## src/rtl/ttt_game_ctrl.sv

```systemverilog
`default_nettype none
// ============================================================================
// Module   : ttt_game_ctrl
// Purpose  : Synchronous game sequencer for a 3x3 tic-tac-toe board. Turns
//            raw cell buttons into single moves, arbitrates simultaneous
//            presses, enforces turn order, rejects occupied cells, detects
//            win/draw, keeps a saturating score and auto-clears the board
//            after a result hold period.
// Ports    : clk, reset (sync, active-high)
//            i_button[8:0]      raw cell buttons, bit0=a .. bit8=i (row-major)
//            o_p1_cells/o_p2_cells  registered cell ownership masks
//            o_turn_p1/o_turn_p2    side to move
//            o_move_valid/o_move_reject  one-cycle move outcome pulses
//            o_p1_win/o_p2_win/o_draw   round result, held through DONE
//            o_busy             high while not accepting moves
//            o_p1_score/o_p2_score  saturating round-win counters
// Revision : 1.0 - initial release
// ============================================================================
module ttt_game_ctrl #(
  parameter int RESULT_HOLD = 16,
  parameter int SCORE_W     = 4
) (
  input  logic               clk,
  input  logic               reset,
  input  logic [8:0]         i_button,
  output logic [8:0]         o_p1_cells,
  output logic [8:0]         o_p2_cells,
  output logic               o_turn_p1,
  output logic               o_turn_p2,
  output logic               o_move_valid,
  output logic               o_move_reject,
  output logic               o_p1_win,
  output logic               o_p2_win,
  output logic               o_draw,
  output logic               o_busy,
  output logic [SCORE_W-1:0] o_p1_score,
  output logic [SCORE_W-1:0] o_p2_score
);

  typedef enum logic [1:0] {
    S_PLAY  = 2'd0,
    S_CHECK = 2'd1,
    S_DONE  = 2'd2,
    S_CLEAR = 2'd3
  } state_t;

  localparam int                  c_HOLD_W    = (RESULT_HOLD > 1) ? $clog2(RESULT_HOLD) : 1;
  localparam logic [c_HOLD_W-1:0] c_HOLD_LAST = c_HOLD_W'(RESULT_HOLD - 1);
  localparam logic [SCORE_W-1:0]  c_SCORE_MAX = {SCORE_W{1'b1}};

  state_t              r_state;
  logic [8:0]          r_button_q;
  logic [8:0]          r_p1_cells;
  logic [8:0]          r_p2_cells;
  logic                r_turn_p1;
  logic                r_starter_p1;
  logic                r_move_valid;
  logic                r_move_reject;
  logic                r_p1_win;
  logic                r_p2_win;
  logic                r_draw;
  logic [SCORE_W-1:0]  r_p1_score;
  logic [SCORE_W-1:0]  r_p2_score;
  logic [c_HOLD_W-1:0] r_hold;

  logic [8:0] w_press;
  logic [8:0] w_pick;
  logic [8:0] w_occupied;
  logic [8:0] w_mover;
  logic       w_mover_win;
  logic       w_full;

  // Any of the eight lines fully owned by mask m.
  function automatic logic f_win(input logic [8:0] m);
    return (m[0] & m[1] & m[2]) | (m[3] & m[4] & m[5]) | (m[6] & m[7] & m[8]) |
           (m[0] & m[3] & m[6]) | (m[1] & m[4] & m[7]) | (m[2] & m[5] & m[8]) |
           (m[0] & m[4] & m[8]) | (m[2] & m[4] & m[6]);
  endfunction

  assign w_press     = i_button & ~r_button_q;
  // Two's-complement trick isolates the lowest set bit: lowest index wins.
  assign w_pick      = w_press & (~w_press + 9'd1);
  assign w_occupied  = r_p1_cells | r_p2_cells;
  // Turn has not toggled yet in CHECK, so the side to move is the mover.
  assign w_mover     = r_turn_p1 ? r_p1_cells : r_p2_cells;
  assign w_mover_win = f_win(w_mover);
  assign w_full      = &w_occupied;

  always_ff @(posedge clk) begin
    if (reset) begin
      r_state       <= S_PLAY;
      r_button_q    <= '0;
      r_p1_cells    <= '0;
      r_p2_cells    <= '0;
      r_turn_p1     <= 1'b1;
      r_starter_p1  <= 1'b1;
      r_move_valid  <= 1'b0;
      r_move_reject <= 1'b0;
      r_p1_win      <= 1'b0;
      r_p2_win      <= 1'b0;
      r_draw        <= 1'b0;
      r_p1_score    <= '0;
      r_p2_score    <= '0;
      r_hold        <= '0;
    end else begin
      // Sampled in every state so presses outside PLAY are consumed.
      r_button_q    <= i_button;
      r_move_valid  <= 1'b0;
      r_move_reject <= 1'b0;

      case (r_state)
        S_PLAY: begin
          if (|w_pick) begin
            if (|(w_pick & w_occupied)) begin
              r_move_reject <= 1'b1;
            end else begin
              if (r_turn_p1) r_p1_cells <= r_p1_cells | w_pick;
              else           r_p2_cells <= r_p2_cells | w_pick;
              r_move_valid <= 1'b1;
              r_state      <= S_CHECK;
            end
          end
        end

        S_CHECK: begin
          r_hold <= '0;
          if (w_mover_win) begin
            // A winning ninth move counts as a win, never a draw.
            if (r_turn_p1) begin
              r_p1_win <= 1'b1;
              if (r_p1_score != c_SCORE_MAX) r_p1_score <= r_p1_score + SCORE_W'(1);
            end else begin
              r_p2_win <= 1'b1;
              if (r_p2_score != c_SCORE_MAX) r_p2_score <= r_p2_score + SCORE_W'(1);
            end
            r_state <= S_DONE;
          end else if (w_full) begin
            r_draw  <= 1'b1;
            r_state <= S_DONE;
          end else begin
            r_turn_p1 <= ~r_turn_p1;
            r_state   <= S_PLAY;
          end
        end

        S_DONE: begin
          if (r_hold == c_HOLD_LAST) r_state <= S_CLEAR;
          else                       r_hold  <= r_hold + c_HOLD_W'(1);
        end

        S_CLEAR: begin
          r_p1_cells   <= '0;
          r_p2_cells   <= '0;
          r_p1_win     <= 1'b0;
          r_p2_win     <= 1'b0;
          r_draw       <= 1'b0;
          r_hold       <= '0;
          r_starter_p1 <= ~r_starter_p1;
          r_turn_p1    <= ~r_starter_p1;
          r_state      <= S_PLAY;
        end

        default: r_state <= S_PLAY;
      endcase
    end
  end

  assign o_p1_cells    = r_p1_cells;
  assign o_p2_cells    = r_p2_cells;
  assign o_turn_p1     = r_turn_p1;
  assign o_turn_p2     = ~r_turn_p1;
  assign o_move_valid  = r_move_valid;
  assign o_move_reject = r_move_reject;
  assign o_p1_win      = r_p1_win;
  assign o_p2_win      = r_p2_win;
  assign o_draw        = r_draw;
  assign o_busy        = (r_state != S_PLAY);
  assign o_p1_score    = r_p1_score;
  assign o_p2_score    = r_p2_score;

endmodule
`default_nettype wire

```

## config.mk

```make
export PLATFORM = sky130hd
export DESIGN_NAME = ttt_game_ctrl
export DESIGN_NICKNAME = d
export VERILOG_FILES = /design/src/rtl/ttt_game_ctrl.sv
export SDC_FILE = /design/constraint.sdc
export NUM_CORES = 1
export LEC_CHECK = 0
export ABC_AREA = 1
export CAP_MARGIN = 20
export CORE_ASPECT_RATIO = 0.5
export CORE_MARGIN = 4
export CORE_UTILIZATION = 40
export DETAILED_ROUTE_END_ITERATION = 12
export HOLD_SLACK_MARGIN = 0.03
export PLACE_DENSITY = 0.72
export SETUP_SLACK_MARGIN = 0.3
export SKIP_CTS_REPAIR_TIMING = 1
export SYNTH_ARGS = -nofsm -noshare
export SYNTH_HDL_FRONTEND = slang
export SYNTH_SLANG_ARGS = --single-unit
```

## constraint.sdc

```tcl
create_clock -name clk -period 1.7 [get_ports clk]
set_clock_uncertainty 0.15 [all_clocks]
set_input_delay 0.425 -clock clk [delete_from_list [all_inputs] [get_ports clk]]
set_output_delay 0.425 -clock clk [all_outputs]
set_load 0.02 [all_outputs]
```

# Word-level counts from Yosys, hierarchy flattened
# Cells that the tools add are included.
op_classes:
  bitwise: 35
  n_reduce_logical: 20
  muxes: 31
  addsub: 4
  eq_ne: 18
op_table:
  columns: ["op", "count"]
  rows:
  - ["two-way mux 9 bit", 7]
  - ["case mux 9 bit (2 select lines)", 2]
  - ["AND 9 bit", 3]
  - ["bitwise OR 9 bit", 3]
  - ["inequality test 2 bit (second input constant)", 12]
  - ["inverter 9 bit", 2]
  - ["OR reduction 9 bit", 2]
  - ["AND 1 bit", 16]
  - ["AND reduction 4 bit", 4]
  - ["AND reduction 3 bit", 5]
  - ["adder 4 x 1 -> 4 bit (second input constant)", 3]
  - ["two-way mux 1 bit", 10]
  - ["two-way mux 2 bit", 5]
  - ["adder 9 x 1 -> 9 bit (second input constant)", 1]
  - ["AND reduction 9 bit", 1]
  - ["inequality test 4 bit (second input constant)", 2]
  - ["case mux 1 bit (2 select lines)", 4]
  - ["case mux 2 bit (4 select lines)", 1]
  - ["case mux 4 bit (2 select lines)", 1]
  - ["nonzero test 2 bit", 4]
  - ["bitwise OR 1 bit", 7]
  - ["== test 2 bit (second input constant)", 2]
  - ["== test 4 bit (second input constant)", 1]
  - ["two-way mux 4 bit", 1]
  - ["6 further kinds", 9]
word_totals:
  word_cells: 122
  reg_bits: 48
  output_inout_bits: 34
  in_bits: 11

# Logic depth before layout (Yosys ltp)
# Gate-level depths: netlist of the first run.
depth:
  ltp_word: 12
  mapped_depth: 13
  ltp_nobuf: 12

# Worst setup path before layout of the first run
# OpenSTA, ideal clock, no wires.
synth_timing:
  kind: "register to register"
  start: "reg r_turn_p1, in the netlist o_turn_p1"
  end: "reg r_turn_p1, in the netlist o_turn_p1"
  path_buffers: 1
  t_required_ns: 1.427
  period_less_slack_ns: 1.821
  stages_incl_launch_ff: 13
  slack_ns: -0.121
  setup_ns: 0.123
  t_arrival_ns: 1.548
  cell_sequence: "dfxtp_1 buf_6 o21ai_0 nand2_1 o21ai_1 nand2_1 nand2_1 nor2_4 nand2_1 nand2_1 nand2_1 nand2_1 nand3_1"
synth_via:
  elab_chain_len: 12
  word_cells_on_any_way: 30
  cone_classes: "eq/ne (1); mux (4); bitwise (24); reduce/logical (1)"
synth_lines:
  columns: ["element", "line", "source"]
  rows:
  - ["start, declared", "55", "logic r_turn_p1;"]
  - ["start signal, assigned", "141", "r_turn_p1 <= ~r_turn_p1;"]
  - ["start signal, assigned", "159", "r_turn_p1 <= ~r_starter_p1;"]
  - ["two-way mux 9 bit", "85", "assign w_mover = r_turn_p1 ? r_p1_cells : r_p2_cells;"]
  - ["AND 1 bit (2 in a row)", "75", "return (m[0] & m[1] & m[2]) | (m[3] & m[4] & m[5]) | (m[6] & m[7] & m[8]) |"]
  - ["bitwise OR 1 bit (3 in a row)", "75", null]
  - ["bitwise OR 1 bit (3 in a row)", "76", "(m[0] & m[3] & m[6]) | (m[1] & m[4] & m[7]) | (m[2] & m[5] & m[8]) |"]
  - ["bitwise OR 1 bit", "77", "(m[0] & m[4] & m[8]) | (m[2] & m[4] & m[6]);"]
  - ["inequality test 2 bit (no line)", null, null]
  - ["AND reduction 3 bit (no line)", null, null]
# Several ways; a longest one is shown, not always the timed one. The select of a mux whose other input is x is not followed.
# A chain may end at the register's enable or synchronous reset.

# Worst setup path in the final report of the first run
layout_timing:
  start: "reg r_button_q[0]"
  end: "reg r_p2_cells[3], in the netlist o_p2_cells[3]"
layout_via:
  elab_chain_len: 10
  word_cells_on_any_way: 16
  cone_classes: "add/sub (1); eq/ne (2); mux (4); bitwise (6); reduce/logical (3)"
layout_lines:
  columns: ["element", "line", "source"]
  rows:
  - ["start, declared", "52", "logic [8:0] r_button_q;"]
  - ["start signal, assigned", "107", "r_button_q <= i_button;"]
  - ["inverter 9 bit *", "80", "assign w_press = i_button & ~r_button_q;"]
  - ["AND 9 bit *", "80", null]
  - ["inverter 9 bit", "82", "assign w_pick = w_press & (~w_press + 9'd1);"]
  - ["adder 9 x 1 -> 9 bit", "82", null]
  - ["AND 9 bit *", "82", null]
  - ["bitwise OR 9 bit", "118", "else r_p2_cells <= r_p2_cells | w_pick;"]
  - ["two-way mux 9 bit", "117", "if (r_turn_p1) r_p1_cells <= r_p1_cells | w_pick;"]
  - ["two-way mux 9 bit", "114", "if (|(w_pick & w_occupied)) begin"]
  - ["two-way mux 9 bit", "113", "if (|w_pick) begin"]
  - ["case mux 9 bit (2 select lines)", "111", "case (r_state)"]
  - ["end signal, assigned", "118", null]
  - ["end, declared", "54", "logic [8:0] r_p2_cells;"]
# Every way passes the cells marked *; elsewhere a longest branch is shown, timed or not. The select of a mux whose other input is x is not followed.

==> results of run 1 <==
==> layer usage <==
layer | vias up | part of all wire, %
li1 | 1306 | -
met1 | 1288 | 41
met2 | 101 | 51
met3 | 25 | 5.6
met4 | 0 | 2.5
met5 | - | 0
==> power groups by stage <==
stage | Combinational, mW | Clock, mW | Sequential, mW
finish | 0.763 | 1.04 | 1.20
global route | 0.811 | 1.10 | 1.20
CTS | 0.517 | 1.05 | 1.20
detailed placement | 0.514 | 0 | 1.23
global placement | 0.507 | 0 | 1.23
floorplan | 0.262 | 0 | 1.24
==> worst paths after layout <==
kind | end | slack [ns] | depth (start not counted)
max | o_p2_cells[3] | -0.33 | 12
min | r_button_q[7] | 0.25 | 3
max reg2reg | o_p2_cells[3] | -0.33 | 12
min reg2reg | o_p2_win | 0.30 | 2
==> cell type report <==
| cell class | instances | share of cell area [%] |
|---|---|---|
| Multi-Input combinational cell | 237 | 40.35 |
| Sequential cell | 48 | 24.96 |
| Timing Repair Buffer | 95 | 22.47 |
| Inverter | 60 | 6.155 |
| Clock buffer | 6 | 3.450 |
| Tap cell | 73 | 2.269 |
| Clock inverter | 2 | 0.3419 |
==> flip-flops by register name (all words and copies together), names as in the netlist, named ones only <==
register,count
o_p2_score,4
o_move_valid,1
r_starter_p1,1
o_p1_score,4
r_state,1
o_p1_win,1
o_turn_p1,1
r_button_q,9
r_hold,4
o_p2_win,1
o_draw,1
o_p1_cells,9
o_move_reject,1
o_p2_cells,9
==> Yosys cell counts <==
cell type and count:
nand2_1 84, inv_1 60, dfxtp_1 48, nor2_1 38, nand3_1 37, a21oi_1 36
o21ai_0 9, clkbuf_1 5, o21ai_1 5, ha_1 3, nand2_2 3, xor2_1 3
buf_6 2, nand4_1 2, nor2_2 2, nor3_4 2, o21ai_2 2, xnor2_1 2
a211oi_1 1, a22oi_1 1, and3_1 1, buf_4 1, nor2_4 1, nor3_1 1
nor3b_1 1, nor4_1 1, o211ai_1 1, or2_2 1
==> layout by cell type, fill, tap and decap left out, types with 3 or more instances in the layout <==
cell / instances
a21oi_1: 17
a21oi_2: 19
buf_12: 3
buf_4: 52
buf_6: 15
clkbuf_16: 8
clkbuf_2: 8
dfxtp_1: 23
dfxtp_2: 20
dfxtp_4: 5
dlymetal6s2s_1: 10
ha_1: 3
inv_1: 51
inv_2: 5
nand2_1: 63
nand2_2: 13
nand2_4: 11
nand3_1: 13
nand3_2: 14
nand3_4: 10
nor2_1: 28
nor2_2: 7
nor2_4: 6
o21ai_0: 4
o21ai_1: 3
o21ai_2: 5
o21ai_4: 4
xor2_1: 3
==> metrics by stage <==
| step | setup slack (ns) | hold slack [ns] | util [%] | cells | setup TNS (ns) |
|---|---|---|---|---|---|
| after floorplan | 0.003878 | 0.2688 | - | 353 | 0 |
| after global placement | -0.7456 | 0.2845 | 58.99 | 500 | -15.10 |
| after detailed placement | -0.7955 | 0.2934 | 58.99 | 500 | -16.03 |
| after CTS | -0.5386 | 0.3034 | 61.71 | 508 | -16.23 |
| after global routing | -0.4248 | 0.2756 | 71.74 | 521 | -10.53 |
| final | -0.3296 | 0.2525 | 71.74 | 521 | -7.082 |
==> worst register-to-register path: stages, from the launching register on <==
cell and delay (ns):
dfxtp_4 0.36, inv_4 0.05, nand2_4 0.07, nand2_2 0.13
inv_4 0.06, nand3_2 0.08, nor2_1 0.05, nor2_1 0.26
nand3_2 0.16, nand2_4 0.16, buf_12 0.14, nand3_2 0.07
a21oi_1 0.21
==> cells by family (layout without fill, tap and decap cells) <==
| family | count (synthesis) | count (layout) |
|---|---|---|
| AO/OA/AOI/OAI | 55 | 55 |
| XOR/XNOR | 5 | 5 |
| adder cells (fa/ha/maj) | 3 | 3 |
| buffers and inverters | 68 | 163 |
| flip-flops | 48 | 48 |
| AND/OR/NAND/NOR | 174 | 174 |
==> reports/qor.txt, run 1 <==
Status: finished with violations
Violated checks: negative setup slack
GR Layer Usage met2: 27.34%
GRT overflow: 0
Root buffer cell: clkbuf_16
Clock latency on the worst-skew pair: 0.29 ns
Register share of total power: 40.0%
Port-buffer cells: 44
Fillers: 376
Leak: 1.842 nW
Pin count of the biggest net entering global routing: 22
FF/Latch Area: 1005 um^2
Final Hold Vio Count: 0
Worst Max-Slew Pin Slew: 0.7267 ns
Max Cap Viol: 0
CP Max Fanout: 5
WP data required: 1.76 ns
Vias per cell: 5.221
Synth Instances: 353
Final setup fails: 33
Switching share of power: 30.53%
Adder-Cell Fraction of Synth Area: 1.585%
DIE AREA: 7291 um^2
Critical Path End Type: flip-flop
Die width: 116.8 um
Sequential fraction of the synthesis area: 40.57%
Longest Clk Path Bufs: 2
Multi-input logic area: 1624 um^2
Post-synthesis simple-gate area fraction: 32.17%
Cell Pwr Density: 745.4 nW/um^2
Number of global-route vias before repair: 2336
Initial antenna violation count: 0
Post-synthesis area per instance: 6.710 um^2
First-pass GRT wire length: 10.27 mm
Slowest CP cell: dfxtp_4
Crit share post-route: 119.4%
CP bufs+invs: 3
Final ANT Viol Nets: 0
Startpoint types: flip-flop
Beginning of the worst hold path: i_button[7]
Die height: 62.41 um
Clk slew on worst S/H paths: 0.07 ns
Post-route DRC: 0
Final wirelength: 7.741 mm
Worst min path class: input pin to flip-flop
Share of layout cells above drive strength 1: 49.11%
Peak supply drop: 439.5 uV
Clock tree sinks: 48
Dominant cell type by area after synthesis: dfxtp_1
Slew Limit Fails: 0
CP most frequent cell: nand3_2
Post-DP Area: 3309 um^2
Diode count: 0
CP Launch Point: r_button_q[0]
Clk pwr share: 34.6%
CP max stage delay: 0.36 ns
Post-route cell area: 4025 um^2
TritonCTS clock tree: done
Largest family of logic cells by synthesized area: simple AND/OR/NAND/NOR gates
Core Rows: 19
Setup slack after layout: -0.3296 ns
Mux contribution to synthesized area: 0%
Ranking of synthesized cells by area: dfxtp_1 41%, nand2_1 13%, inv_1 9.5%
Most Crowded Layer GR: met2
DPL Wire Length: 4.531 mm
Pint: 2.084 mW
Post-DR wirelength/cell: 14.86 um
Power Total: 3.000 mW
Inserted Clock Buffers: 5
Post-synth cell types: 28
Initial Utilization: 42.22%
Post-Synthesis Cell Area: 2369 um^2
Crit Path Class: flip-flop to flip-flop
H-tree depth: 2
Core box area: 5610 um^2
RSZ-0062 raised after global routing: true
Area Overhead vs Synth: 69.94%
Post-Synth XOR/XNOR Area: 1.849%
Tmin final: 2.030 ns
F_max: 492.7 MHz
Net Sw Power: 916.1 uW
Num ports: 45
Syn nets: 367
Delay-heaviest family, CP: simple AND/OR/NAND/NOR gates
Synth Register Bits: 48
Routed via count: 2720
Crit path DAT: 2.08 ns
Yosys Warn Count: 0
CP cell instances: inv_4, nand2_4, nand2_2, inv_4, nand3_2, nor2_1, nor2_1, nand3_2, nand2_4, buf_12, nand3_2, a21oi_1
Combinational power share: 25.4%
Worst reg2reg path startpoint: r_button_q[0]
Drt pass-1 iters: 5
Top-area cell type share of the netlist area: 40.57%
Met3 usage: 3.095%
Total GRT Usage: 16.95%
Post-synthesis compound-gate area fraction: 12.26%
Initial drt markers: 183
# nets final: 461
M1 GR Usage: 23.05%
Placer Congestion: 0.8898
Relative slew slack: 51.55%
Note: power is estimated with default switching activity, not from simulation.
==> run 2, diff against run 1 <==
Settings changed: CORE_MARGIN 4 to 5.
==> run 2 against run 1 <==
  * The flow still finishes with violations (negative setup slack)
  * Register-to-register slack gained 0.09 ns
  * Sequential cell count unchanged
  * Combinational power shrank 3.7%
  * Sequential power about the same
  * Clock power hardly changed
  * Sequential share of layout area up 0.23 points
  * Final cell count increased by 0.19%
  * Global-route usage shrank 0.51 points
  * Utilization is 0.65 points lower
  * Final area is 0.90% lower
  * Largest power group unchanged
==> reports/qor.txt, run 2 (synthesized netlist as in run 1, its figures left out) <==
Met3 wire length: 579 um
Fillers: 380
Root buffer cell: clkbuf_16
Power Total: 2.953 mW
Area Overhead vs Synth: 68.41%
FF/Latch Area: 1005 um^2
Worst Max-Slew Pin Slew: 0.7214 ns
Cell Pwr Density: 740.2 nW/um^2
Number of global-route vias before repair: 2432
Post-route DRC: 0
Met2 wire length: 3.875 mm
Num ports: 45
Crit share post-route: 113.9%
Violated checks: negative setup slack
Setup TNS: -4.958 ns
Critical Path End Type: flip-flop
Hold WS: 0.2525 ns
Initial Utilization: 42.22%
WP data required: 1.78 ns
Fin cells: 522
Clock tree sinks: 48
Clock latency on the worst-skew pair: 0.29 ns
Die height: 64.41 um
Most common cell after layout, fill and taps aside: nand2_1
Crit Path Class: flip-flop to flip-flop
Die width: 118.8 um
Post-DP Area: 3304 um^2
Placer Congestion: 0.9025
Share of layout cells above drive strength 1: 51.00%
Relative slew slack: 51.90%
Worst min path class: input pin to flip-flop
Peak supply drop: 462.8 uV
M1 WL: 3.191 mm
Setup slack after layout: -0.2364 ns
CP Max Fanout: 10
Max Cap Viol: 0
Multi-input logic area: 1630 um^2
Pin count of the biggest net entering global routing: 22
Post-route cell area: 3989 um^2
Top layer in use: met4
F_max: 516.4 MHz
Final wirelength: 7.956 mm
Diode count: 0
Final ANT Viol Nets: 0
# nets final: 462
Slew Limit Fails: 0
Port-buffer cells: 44
Startpoint types: flip-flop
Tmin final: 1.936 ns
Routed via count: 2728
Core box area: 5610 um^2
First-pass GRT wire length: 10.56 mm
Clk slew on worst S/H paths: 0.07 ns
TritonCTS clock tree: done
Placed Cells: 501
Longest Clk Path Bufs: 2
Most frequent cells in the layout: 60 x nand2_1, 56 x buf_4, 48 x inv_1
Total GRT Usage: 16.44%
DIE AREA: 7654 um^2
Vias per cell: 5.226
Post-DR wirelength/cell: 15.24 um
Final Hold Vio Count: 0
GRT overflow: 0
Crit path DAT: 2.01 ns
Initial antenna violation count: 0
Core Rows: 19
Initial drt markers: 164
RSZ-0062 raised after global routing: true
Leak: 1.828 nW
Inserted Clock Buffers: 5
H-tree depth: 2
Drt pass-1 iters: 5
DPL Wire Length: 4.580 mm
Status: finished with violations
Final setup fails: 32
run 2: layout make-up:
| class | instances | area share, % |
|---|---|---|
| multi-input cells | 237 | 40.87 |
| flip-flops and latches | 48 | 25.19 |
| repair buffers | 96 | 21.74 |
| inverters | 60 | 6.148 |
| clock buffers | 7 | 3.576 |
| well taps | 73 | 2.290 |
| clock inverters | 1 | 0.1882 |
run 2: through the flow:
step | setup WS, ns | utilization [%]
4_1_cts | -0.4898 | 61.57
6_report | -0.2364 | 71.10
3_3_place_gp | -0.7431 | 58.90
5_1_grt | -0.3497 | 71.10
3_5_place_dp | -0.7699 | 58.90
2_1_floorplan | 0.003878 | -
run 2: path summary, 6_finish.rpt:
path | cells past startpoint | endpoint | slack (ns) | start
worst min-delay path | 3 | r_button_q[6] | 0.25 | i_button[6]
worst min register to register | 2 | o_p1_win | 0.30 | o_p1_win
worst max register to register | 12 | o_p1_score[2] | -0.24 | o_turn_p1
worst max-delay path | 12 | o_p1_score[2] | -0.24 | o_turn_p1
run 2: layer usage:
layer	vias to the layer above	track usage [%]
li1	1303	-
met1	1254	19.99
met2	130	29.47
met3	41	4.083
met4	0	4.473
met5	-	0
run 2: power breakdown:
part           total [mW]  internal [mW]  switching [mW]
sequential           1.20           1.16          0.0356
combinational       0.735          0.311           0.424
clock                1.02          0.587           0.434
total                2.95           2.06           0.894
run 2: worst max-delay path: stages (launching register included):
cell,delay (ns)
dfxtp_4,0.38
buf_8,0.15
nand2_1,0.08
o21ai_2,0.08
nand2_1,0.09
nand2_1,0.07
nand2_1,0.09
nand2_2,0.07
nor2_4,0.32
nor2_4,0.09
nand2_4,0.10
nand2_1,0.07
a21oi_2,0.14
